File: config.mk
export PLATFORM = sky130hd
export DESIGN_NAME = dpram_rd_arbiter
export DESIGN_NICKNAME = d
export VERILOG_FILES = /design/src/rtl/dpram_rd_arbiter.sv
export SDC_FILE = /design/constraint.sdc
export NUM_CORES = 1
export LEC_CHECK = 0
export BUFFER_PORTS_ARGS = -buffer_cell sky130_fd_sc_hd__buf_2
export CORE_AREA = 2 2 103 105
export CTS_CLUSTER_DIAMETER = 100
export DETAILED_ROUTE_END_ITERATION = 12
export DIE_AREA = 0 0 105 107
export GPL_TIMING_DRIVEN = 0
export PLACE_DENSITY = 0.66
export SETUP_SLACK_MARGIN = 0.4
export SLEW_MARGIN = 20
export SYNTH_ARGS = -nofsm -noshare
export SYNTH_HDL_FRONTEND = slang
export SYNTH_SLANG_ARGS = --single-unit
File: constraint.sdc
create_clock -name clk -period 5.01 [get_ports clk]
set_input_delay 0.501 -clock clk [delete_from_list [all_inputs] [get_ports clk]]
set_output_delay 0.501 -clock clk [all_outputs]
set_load 0.01 [all_outputs]
File: src/rtl/dpram_rd_arbiter.sv
// dpram_rd_arbiter: round-robin sharing of one dpram read port (enb/addrb/dob)
// among NREQ read requesters. A tag pipeline of depth N_DELAY follows each
// read through the RAM and steers the returning data to its requester.
// Optional build macro: RD_ARB_PERF_EN adds grant and stall counters.
module dpram_rd_arbiter #(
    parameter int DW      = 32,
    parameter int AW      = 16,
    parameter int NREQ    = 3,
    parameter int N_DELAY = 1
) (
    input  logic                 clk,
    input  logic                 rstn,
    input  logic [NREQ-1:0]      rd_req,
    input  logic [NREQ*AW-1:0]   rd_addr,
    output logic [NREQ-1:0]      rd_gnt,
    output logic [NREQ-1:0]      rd_vld,
    output logic [DW-1:0]        rd_data,
    output logic                 ram_enb,
    output logic [AW-1:0]        ram_addrb,
    input  logic [DW-1:0]        ram_dob,
    output logic [NREQ*32-1:0]   perf_gnt_cnt,
    output logic [31:0]          perf_stall_cnt
);
    localparam int IW = (NREQ > 1) ? $clog2(NREQ) : 1;

    logic [IW-1:0] rr_ptr;
    logic          gnt_any;
    logic [IW-1:0] gnt_idx;
    logic [AW-1:0] last_addr;
    logic          vld_p [N_DELAY];
    logic [IW-1:0] idx_p [N_DELAY];

    // Round-robin search from rr_ptr, wrapping; no grant while in reset.
    always_comb begin
        int j;
        j       = 0;
        gnt_any = 1'b0;
        gnt_idx = '0;
        for (int k = 0; k < NREQ; k++) begin
            j = (int'(rr_ptr) + k) % NREQ;
            if (rstn && !gnt_any && rd_req[j[IW-1:0]]) begin
                gnt_any = 1'b1;
                gnt_idx = j[IW-1:0];
            end
        end
    end

    // One-hot grant decode.
    always_comb begin
        rd_gnt = '0;
        if (gnt_any) rd_gnt[gnt_idx] = 1'b1;
    end

    // Pointer moves just past the winner; holds when nothing is granted.
    always_ff @(posedge clk or negedge rstn) begin
        if (!rstn) begin
            rr_ptr <= '0;
        end else if (gnt_any) begin
            rr_ptr <= (gnt_idx == IW'(NREQ - 1)) ? '0 : gnt_idx + 1'b1;
        end
    end

    // Remember the last granted address so addrb stays put while draining.
    always_ff @(posedge clk or negedge rstn) begin
        if (!rstn) begin
            last_addr <= '0;
        end else if (gnt_any) begin
            last_addr <= rd_addr[gnt_idx*AW +: AW];
        end
    end

    assign ram_addrb = gnt_any ? rd_addr[gnt_idx*AW +: AW] : last_addr;

    // Tag pipeline: stage 0 captures this cycle's grant, later stages shift.
    always_ff @(posedge clk or negedge rstn) begin
        if (!rstn) begin
            for (int s = 0; s < N_DELAY; s++) begin
                vld_p[s] <= 1'b0;
                idx_p[s] <= '0;
            end
        end else begin
            // stage 0 boundary: grant -> first tag slot
            vld_p[0] <= gnt_any;
            idx_p[0] <= gnt_idx;
            // stage s-1 -> stage s boundary
            for (int s = 1; s < N_DELAY; s++) begin
                vld_p[s] <= vld_p[s-1];
                idx_p[s] <= idx_p[s-1];
            end
        end
    end

    // The RAM delay line only advances with enb high, so keep it high until
    // every in-flight read has reached the last tag stage.
    always_comb begin
        ram_enb = gnt_any;
        for (int s = 0; s < N_DELAY - 1; s++) begin
            ram_enb = ram_enb | vld_p[s];
        end
    end

    // Last tag stage selects which requester owns the data on dob.
    always_comb begin
        rd_vld = '0;
        if (vld_p[N_DELAY-1]) rd_vld[idx_p[N_DELAY-1]] = 1'b1;
    end

    assign rd_data = ram_dob;

`ifdef RD_ARB_PERF_EN
    logic [31:0] gnt_cnt [NREQ];
    logic [31:0] stall_cnt;

    // Grant counter per requester and a count of cycles with a waiting requester.
    always_ff @(posedge clk or negedge rstn) begin
        if (!rstn) begin
            for (int i = 0; i < NREQ; i++) gnt_cnt[i] <= '0;
            stall_cnt <= '0;
        end else begin
            for (int i = 0; i < NREQ; i++) begin
                if (rd_gnt[i]) gnt_cnt[i] <= gnt_cnt[i] + 32'd1;
            end
            if (|(rd_req & ~rd_gnt)) stall_cnt <= stall_cnt + 32'd1;
        end
    end

    // Flatten the counters onto the output bus.
    always_comb begin
        perf_gnt_cnt = '0;
        for (int i = 0; i < NREQ; i++) perf_gnt_cnt[i*32 +: 32] = gnt_cnt[i];
    end

    assign perf_stall_cnt = stall_cnt;
`else
    assign perf_gnt_cnt   = '0;
    assign perf_stall_cnt = '0;
`endif

endmodule
==> results of run 1 <==
logic make-up (layout without fill, tap and decap cells):
kind of cell | after synthesis | after routing | share of synthesized area (%)
flops | 21 | 21 | 20.5
fa+ha+maj | 3 | 3 | 1.47
mux | 3 | 3 | 1.17
compound gates | 49 | 49 | 18.2
other cells | 1 | 128 | 0.146
simple gates | 36 | 36 | 7.43
buf+inv | 182 | 293 | 51.1
worst max-delay path by stage:
stage | from | end | slack, ps | depth (start not counted)
after detailed placement | rr_ptr[0] | ram_addrb[12] | 1750 | 11
after floorplan | rr_ptr[0] | ram_addrb[10] | 2270 | 9
final | rr_ptr[0] | ram_addrb[10] | 1500 | 11
after CTS | rr_ptr[0] | ram_addrb[12] | 1430 | 11
after global routing | rr_ptr[0] | ram_addrb[10] | 1160 | 11
after global placement | rr_ptr[0] | ram_addrb[10] | 1830 | 11
final cells by class:
cell class | count | area, um2 | area share (%)
Multi-Input combinational cell | 219 | 1200 | 31.7
Sequential cell | 21 | 526 | 13.9
Timing Repair Buffer | 107 | 536 | 14.1
Clock buffer | 3 | 41.3 | 1.09
Buffer | 168 | 1260 | 33.1
Tap cell | 136 | 170 | 4.49
Clock inverter | 1 | 7.51 | 0.198
Inverter | 14 | 52.6 | 1.39
flip-flops by register name, indices dropped and copies added, names as in the netlist:
name	count
idx_p	2
last_addr	16
rr_ptr	2
vld_p	1
per-stage QoR:
| stage | cell area (um2) | power, uW | hold WS [ps] | util (%) | setup slack (ps) |
|---|---|---|---|---|---|
| 2_1_floorplan | 3040 | 933 | 205 | - | 2270 |
| 3_3_place_gp | 3740 | 1200 | 465 | 37.1 | 1830 |
| 5_1_grt | 3790 | 1450 | 270 | 37.6 | 1160 |
| 4_1_cts | 3790 | 1350 | 245 | 37.6 | 1430 |
| 6_report | 3790 | 1330 | 243 | 37.6 | 1500 |
| 3_5_place_dp | 3740 | 1220 | 467 | 37.1 | 1750 |
cells in the final DEF (no fill, tap or decap), types with 8 or more instances in the layout:
| cell | count |
|---|---|
| a22oi_1 | 8 |
| buf_2 | 112 |
| buf_4 | 161 |
| conb_1 | 128 |
| dfrtp_1 | 21 |
| inv_1 | 13 |
| nand2_1 | 16 |
| o21ai_1 | 8 |
| o311ai_1 | 8 |
metal layers:
layer  routed length (um)  vias to the layer above  track usage, %  part of all wire (%)
met1                 2380                     1001            11.7                    35
li1                     -                     1175               -                     -
met5                    0                        -               0                     0
met4                   18                        0            1.14                  0.27
met3                  690                        2            2.74                    10
met2                 3650                      147            22.0                    54
report_power, final:
group          switching (uW)  total (uW)  internal (uW)
combinational             534         930            396
sequential               26.0         275            249
clock                    65.2         121           56.3
==> impl_metrics.env, run 1 <==
export IMPL_status="finished, final reports clean"
export IMPL_final_cells=669
export IMPL_required_ps=4510
export IMPL_grt_pass1_wl_mm=9.86
export IMPL_track_usage_pct=10.9
export IMPL_drt_wl_total_mm=6.73
export IMPL_netlist_area_um2=2560
export IMPL_peakVddDrop_v=0.000137
export IMPL_reg2reg_depth=10
export IMPL_cp_arrival_ps=3010
export IMPL_post_cts_buffers=0
export IMPL_async_flop_share_pct=100
export IMPL_gp_congestion=0.715
export IMPL_coreArea_um2=10100
export IMPL_syn_inst=295
export IMPL_htreeDepth=1
export IMPL_die_area_um2=11200
export IMPL_synth_edf_count=0
export IMPL_dp_hpwl_mm=5.67
export IMPL_dp_cells=665
export IMPL_crit_chain="inv_1 > ha_1 > buf_2 > and2b_1 > nor3b_1 > o2bb2ai_2 > a21boi_2 > buf_4 > a22oi_1 > o311ai_1 > buf_2"
export IMPL_clock_fmax_mhz=285
export IMPL_cp_top_family="compound AO/OA/AOI/OAI gates"
export IMPL_wl_per_cell_um=10.1
export IMPL_hp_class="primary input to asynchronous set/reset pin"
export IMPL_overflow=0
export IMPL_nets=622
export IMPL_netlist_top_cells_count="buf_4, dfrtp_1, nand2_1"
export IMPL_post_cts_resized=0
export IMPL_slowest_stage="a21boi_2"
export IMPL_cts_max_path_buffers=2
export IMPL_reg2reg_slack_ps=2360
export IMPL_worst_skew_pair_late_latency_ps=270
export IMPL_clk_pin_slew_ps=90
export IMPL_cts_buffers=3
export IMPL_startpoint_type="register"
export IMPL_yosysTopAreaCell="buf_4"
export IMPL_drv_slew=0
export IMPL_r2r_end="last_addr[8]"
export IMPL_yosysWarnings=0
export IMPL_grt_pass1_vias=2115
export IMPL_cpMostUsedCell="buf_2"
export IMPL_die_x_um=105
export IMPL_path_buf_inv=4
export IMPL_synth_top_area_share_pct=47.2
export IMPL_slew_headroom_pct=57.9
export IMPL_finClkSkew_ps=9.03
export IMPL_grt_max_degree=27
export IMPL_final_hold_violation_count=0
export IMPL_ant_nets=0
export IMPL_setup_viol=0
export IMPL_cts_tree="done"
export IMPL_rows=37
export IMPL_cp_slowest_stage_delay_ps=490
export IMPL_syn_avg_cell_area_um2=8.68
export IMPL_antennaDiodeCount=0
export IMPL_tns_ps=0
export IMPL_synthToLayoutAreaGrowth_pct=48.1
export IMPL_yosysSeqAreaShare_pct=20.5
export IMPL_ys_types=42
export IMPL_period_needed_ps=3510
export IMPL_synth_seq_cells=21
export IMPL_ys_flop_type="dfrtp_1"
export IMPL_fin_crit_sh_pct=70.0
export IMPL_cts_sinks=21
export IMPL_power_density_nw_per_um2=350
export IMPL_io_buffers=107
export IMPL_nFillCells=1041
export IMPL_yosysMostFrequentCell="buf_4"
export IMPL_die_h_um=107
export IMPL_cp_max_fo=10
export IMPL_drc_errors=0
export IMPL_drtIter0Drc=135
export IMPL_synth_area_leaders="buf_4, dfrtp_1, a222oi_1, o311ai_1, a22oi_1"
export IMPL_vias=2325
export IMPL_cts_hold_buffers=0
export IMPL_drt_pass1_iter_count=7
export IMPL_cts_root_buf="clkbuf_8"
export IMPL_antenna_found_initial=0
export IMPL_critPathCaptureType="output pin"
export IMPL_rsz0062_at_grt="false"
export IMPL_maxCapViolations=0
export IMPL_p_leak_uw=0.00233
export IMPL_viasPerCell=3.48
export IMPL_worstSetupPathType="register to output pin"
export IMPL_io_pins=268
export IMPL_start_util_pct=25.4
export IMPL_layout_drive_gt1_share_pct=54.8
export IMPL_tightest_slew_ps=632
export IMPL_r2r_start="rr_ptr[0]"
(Power assumes the default switching activity.)
==> run 2: changes to the inputs <==
PLACE_DENSITY = 0.69   (was 0.66)
clock period = 2.85 ns   (was 5.01 ns; I/O delays follow)
==> run 2 against run 1 <==
Against the previous run: the flow now finishes with violations (setup timing); critical endpoint is now ram_addrb[0]; highest routed layer unchanged; critical path depth is 1 higher; global-route usage up 1.2 points; count of clock-buffer cells in the layout unchanged; routed wire length grew 15%; largest power group unchanged; die area did not move; sequential power up 81%.
==> impl_metrics.env, run 2 (synthesis gave the netlist of run 1 again) <==
export IMPL_p_leak_uw=0.00257
export IMPL_setup_viol=7
export IMPL_reg2reg_slack_ps=70
export IMPL_postPlaceCellArea_um2=3740
export IMPL_p_clk_share_pct=6.5
export IMPL_gp_congestion=0.706
export IMPL_maxCapViolations=0
export IMPL_hp_class="primary input to asynchronous set/reset pin"
export IMPL_violations="setup timing"
export IMPL_required_ps=2570
export IMPL_nets=651
export IMPL_antennaDiodeCount=0
export IMPL_startpoint_type="register"
export IMPL_vias=2468
export IMPL_htreeDepth=1
export IMPL_clk_pin_slew_ps=90
export IMPL_cts_hold_buffers=0
export IMPL_hold_ws_ps=33.4
export IMPL_critPathCaptureType="output pin"
export IMPL_viasPerCell=3.54
export IMPL_drc_errors=0
export IMPL_largest_register="last_addr"
export IMPL_tns_ps=-128
export IMPL_cp_max_fo=10
export IMPL_overflow=0
export IMPL_drt_wl_total_mm=7.73
export IMPL_swShare_pct=43.1
export IMPL_drtIter0Drc=90
export IMPL_r2r_end="last_addr[15]"
export IMPL_ant_nets=0
export IMPL_grt_max_degree=27
export IMPL_grt_pass1_wl_mm=10.8
export IMPL_coreArea_um2=10100
export IMPL_track_usage_pct=12.1
export IMPL_finClkSkew_ps=10.8
export IMPL_clock_fmax_mhz=346
export IMPL_power_switching_uw=1380
export IMPL_layout_drive_gt1_share_pct=62.8
export IMPL_reg2reg_depth=16
export IMPL_period_needed_ps=2890
export IMPL_setup_ws_ps=-42.0
export IMPL_status="complete, but fails checks"
export IMPL_tightest_slew_ps=654
export IMPL_final_hold_violation_count=0
export IMPL_final_common_cell="buf_4"
export IMPL_drv_slew=0
export IMPL_die_x_um=105
export IMPL_total_power_uw=3200
export IMPL_drt_pass1_iter_count=5
export IMPL_cts_tree="done"
export IMPL_power_density_nw_per_um2=728
export IMPL_fin_crit_sh_pct=101
export IMPL_slew_headroom_pct=56.4
export IMPL_peakVddDrop_v=0.000295
export IMPL_worst_skew_pair_late_latency_ps=270
export IMPL_wl_per_cell_um=11.1
export IMPL_cts_buffers=3
export IMPL_reg_top3="last_addr x16, idx_p x2, rr_ptr x2"
export IMPL_cts_root_buf="clkbuf_8"
export IMPL_grt_pass1_vias=2161
export IMPL_io_buffers=107
export IMPL_layout_common_cells="buf_4, conb_1, buf_2"
export IMPL_fin_area_um2=4400
export IMPL_dp_cells=665
export IMPL_io_pins=268
export IMPL_dp_hpwl_mm=5.81
export IMPL_die_h_um=107
export IMPL_combPwrFrac_pct=77.9
export IMPL_power_frac_seq_pct=15.6
export IMPL_cts_max_path_buffers=2
export IMPL_rsz0062_at_grt="true"
export IMPL_p_int_uw=1820
export IMPL_largest_register_ffs=16
export IMPL_worstSetupPathType="register to output pin"
export IMPL_rows=37
export IMPL_cts_sinks=21
export IMPL_synthToLayoutAreaGrowth_pct=71.6
export IMPL_r2r_start="rr_ptr[0]"
export IMPL_cp_arrival_ps=2610
export IMPL_die_area_um2=11200
export IMPL_antenna_found_initial=0
export IMPL_start_util_pct=25.4
export IMPL_final_cells=698
export IMPL_nFillCells=1024
## run 2: changes by cell type in the layout (fill, tap and decap cells not counted), sizes merged
cell / change
clkinv: +2
inv: -1
clkinvlp: -1
buf: +28
clkbuf: +1
## run 2: how the worst max path moves through the flow
| stage | startpoint | depth (start not counted) | end | slack, ps |
|---|---|---|---|---|
| after floorplan | rr_ptr[0] | 9 | ram_addrb[10] | 330 |
| after global placement | rr_ptr[1] | 9 | ram_addrb[8] | -100 |
| after detailed placement | rr_ptr[1] | 9 | ram_addrb[8] | -200 |
| after CTS | rr_ptr[0] | 11 | ram_addrb[11] | -70 |
| after global routing | rr_ptr[0] | 12 | ram_addrb[3] | -170 |
| final | rr_ptr[0] | 12 | ram_addrb[0] | -40 |
## run 2: cell type report
cell class              count  area (um2)  share of cell area, %
multi-input cells         219        1450                   33.0
plain buffers             168        1330                   30.3
repair buffers            136         810                   18.4
flip-flops and latches     21         528                   12.0
well taps                 136         170                   3.87
inverters                  14        57.6                   1.31
clock buffers               3        41.3                  0.939
clock inverters             1        5.00                  0.114
## run 2: stage by stage
| step | setup WS, ps | utilization [%] |
|---|---|---|
| 2_1_floorplan | 330 | - |
| 3_3_place_gp | -96.4 | 37.1 |
| 5_1_grt | -168 | 43.6 |
| 4_1_cts | -74.0 | 41.4 |
| 6_report | -42.0 | 43.6 |
| 3_5_place_dp | -205 | 37.1 |
## run 2: routing by layer
layer	share of wire, %	routed length [um]	up-vias	global-route usage (%)
met1	34	2600	1090	12.3
met4	0.74	57	0	2.48
met2	57	4410	141	24.6
met3	8.6	666	4	3.04
li1	-	-	1233	-
met5	0	0	-	0
## run 2: critical path, stage by stage, from the launching register on
cell	delay, ps
dfrtp_2	440
inv_2	90
ha_4	200
buf_6	130
and2b_1	180
nor3b_4	160
o2bb2ai_4	180
a21boi_4	70
buf_4	150
buf_12	140
a22oi_1	250
o311ai_2	170
buf_2	170
## run 2: what timing repair did
action,4_1_cts,5_1_grt
buffers inserted,16,12
setup endpoints to repair,38,27
cloned,0,1
pin swaps,15,17
resized for setup,48,31
## run 2: power by group through the flow
stage                     clock, uW  combinational (uW)  sequential [uW]
final                           206                2490              499
after global routing            235                2680              514
after CTS                       224                2200              493
after detailed placement          0                1660              491
after global placement            0                1630              485
after floorplan                   0                1160              479
==> run 3: changes to the inputs <==
SETUP_SLACK_MARGIN = 0.2   (was 0.4)
==> run 3 against run 2 <==
Against the previous run: the run still ends with setup timing left; count of clock-buffer cells in the layout stayed put; utilization is 0.15 points lower; global-route usage stayed put; combinational power hardly changed; final cell count is 0.14% lower; sequential share of layout area hardly changed; final area is 0.34% lower; highest routed layer unchanged.
==> impl_metrics.env, run 3 (synthesis gave the netlist of run 1 again) <==
export IMPL_grt_pass1_wl_mm=10.8
export IMPL_rsz0062_at_grt="true"
export IMPL_gp_congestion=0.706
export IMPL_status="complete, but fails checks"
export IMPL_setup_viol=6
export IMPL_fin_crit_sh_pct=102
export IMPL_cts_max_path_buffers=2
export IMPL_viasPerCell=3.52
export IMPL_rows=37
export IMPL_critPathCaptureType="output pin"
export IMPL_grt_max_degree=27
export IMPL_tightest_slew_ps=648
export IMPL_startpoint_type="register"
export IMPL_largest_register_ffs=16
export IMPL_drt_wl_total_mm=7.70
export IMPL_dp_cells=665
export IMPL_maxCapViolations=0
export IMPL_reg_top3="last_addr x16, idx_p x2, rr_ptr x2"
export IMPL_largest_register="last_addr"
export IMPL_die_x_um=105
export IMPL_power_density_nw_per_um2=724
export IMPL_track_usage_pct=12.1
export IMPL_worstSetupPathType="register to output pin"
export IMPL_overflow=0
export IMPL_p_leak_uw=0.00256
export IMPL_cts_sinks=21
export IMPL_vias=2456
export IMPL_setup_ws_ps=-50.8
export IMPL_die_area_um2=11200
export IMPL_period_needed_ps=2900
export IMPL_cp_max_fo=10
export IMPL_drc_errors=0
export IMPL_cts_root_buf="clkbuf_8"
export IMPL_final_hold_violation_count=0
export IMPL_cp_arrival_ps=2620
export IMPL_grt_pass1_vias=2163
export IMPL_drt_pass1_iter_count=7
export IMPL_start_util_pct=25.4
export IMPL_clock_fmax_mhz=345
export IMPL_layout_common_cells="buf_4, conb_1, buf_2"
export IMPL_drtIter0Drc=96
export IMPL_fin_area_um2=4380
export IMPL_antenna_found_initial=0
export IMPL_cts_tree="done"
export IMPL_peakVddDrop_v=0.000303
export IMPL_tns_ps=-164
export IMPL_io_buffers=107
export IMPL_htreeDepth=1
export IMPL_antennaDiodeCount=0
export IMPL_clk_pin_slew_ps=90
export IMPL_postPlaceCellArea_um2=3740
export IMPL_layout_drive_gt1_share_pct=62.4
export IMPL_nets=650
export IMPL_violations="setup timing"
export IMPL_total_power_uw=3170
export IMPL_dp_hpwl_mm=5.81
export IMPL_required_ps=2570
export IMPL_die_h_um=107
export IMPL_worst_skew_pair_late_latency_ps=270
export IMPL_coreArea_um2=10100
export IMPL_slew_headroom_pct=56.8
export IMPL_synthToLayoutAreaGrowth_pct=71.0
export IMPL_wl_per_cell_um=11.1
export IMPL_final_common_cell="buf_4"
export IMPL_ant_nets=0
export IMPL_reg2reg_depth=14
export IMPL_final_cells=697
export IMPL_io_pins=268
export IMPL_finClkSkew_ps=6.30
export IMPL_drv_slew=0
export IMPL_hp_class="primary input to asynchronous set/reset pin"
export IMPL_cts_buffers=3
[run 3: worst paths after layout]
| kind | start | endpoint | slack [ps] |
|---|---|---|---|
| hold reg to reg | last_addr[11] | last_addr[11] | 490 |
| setup reg to reg | rr_ptr[0] | last_addr[15] | 90 |
| hold / removal | rstn | last_addr[8] | 30 |
| setup / recovery | rr_ptr[0] | ram_addrb[0] | -50 |
| min in group clk | rd_addr[38] | last_addr[6] | 260 |
| max in group asynchronous | rstn | rr_ptr[0] | 2360 |
[run 3: power by group]
group | total (uW) | switching [uW] | internal [uW]
clock network | 208 | 110 | 97.6
registers | 495 | 54.8 | 440
logic | 2470 | 1200 | 1270
total | 3170 | 1370 | 1800
[run 3: stage by stage]
stage          setup slack, ps  utilization (%)  hold WS, ps
3_3_place_gp             -96.4             37.1          336
6_report                 -50.8             43.4         32.2
3_5_place_dp              -205             37.1          345
2_1_floorplan              330                -        -10.6
4_1_cts                  -74.0             41.4         46.9
5_1_grt                   -179             43.4         61.0
[run 3: final cells by class]
type / instances / area [um2]
Inverter: 14 / 57.6
Sequential cell: 21 / 527
Timing Repair Buffer: 135 / 798
Buffer: 168 / 1330
Clock inverter: 1 / 5.00
Tap cell: 136 / 170
Fill cell: 1025 / 5710
Clock buffer: 3 / 41.3
Multi-Input combinational cell: 219 / 1450
[run 3: critical path, cell delays in order (launching register included)]
cell and delay [ps]:
dfrtp_2 430, inv_2 80, ha_4 190, buf_6 130, and2b_1 180, nor3b_4 160, o2bb2ai_4 200, a21boi_4 80
buf_4 150, buf_12 140, a22oi_1 250, o311ai_2 170, buf_2 170
[run 3: repair_timing]
item | in CTS | in global routing
endpoints found under the setup margin | 33 | 19
pin swaps | 15 | 17
hold buffers | 0 | 0
setup buffers | 16 | 11
cloned | 0 | 1
resized for setup | 48 | 28
[run 3: routing by layer]
metal / global-route usage (%) / wire length, um / vias up
met1: 12.3 / 2560 / 1075
met4: 2.48 / 57 / 0
met3: 3.04 / 689 / 4
met5: 0 / 0 / -
met2: 24.6 / 4400 / 144
li1: - / - / 1233
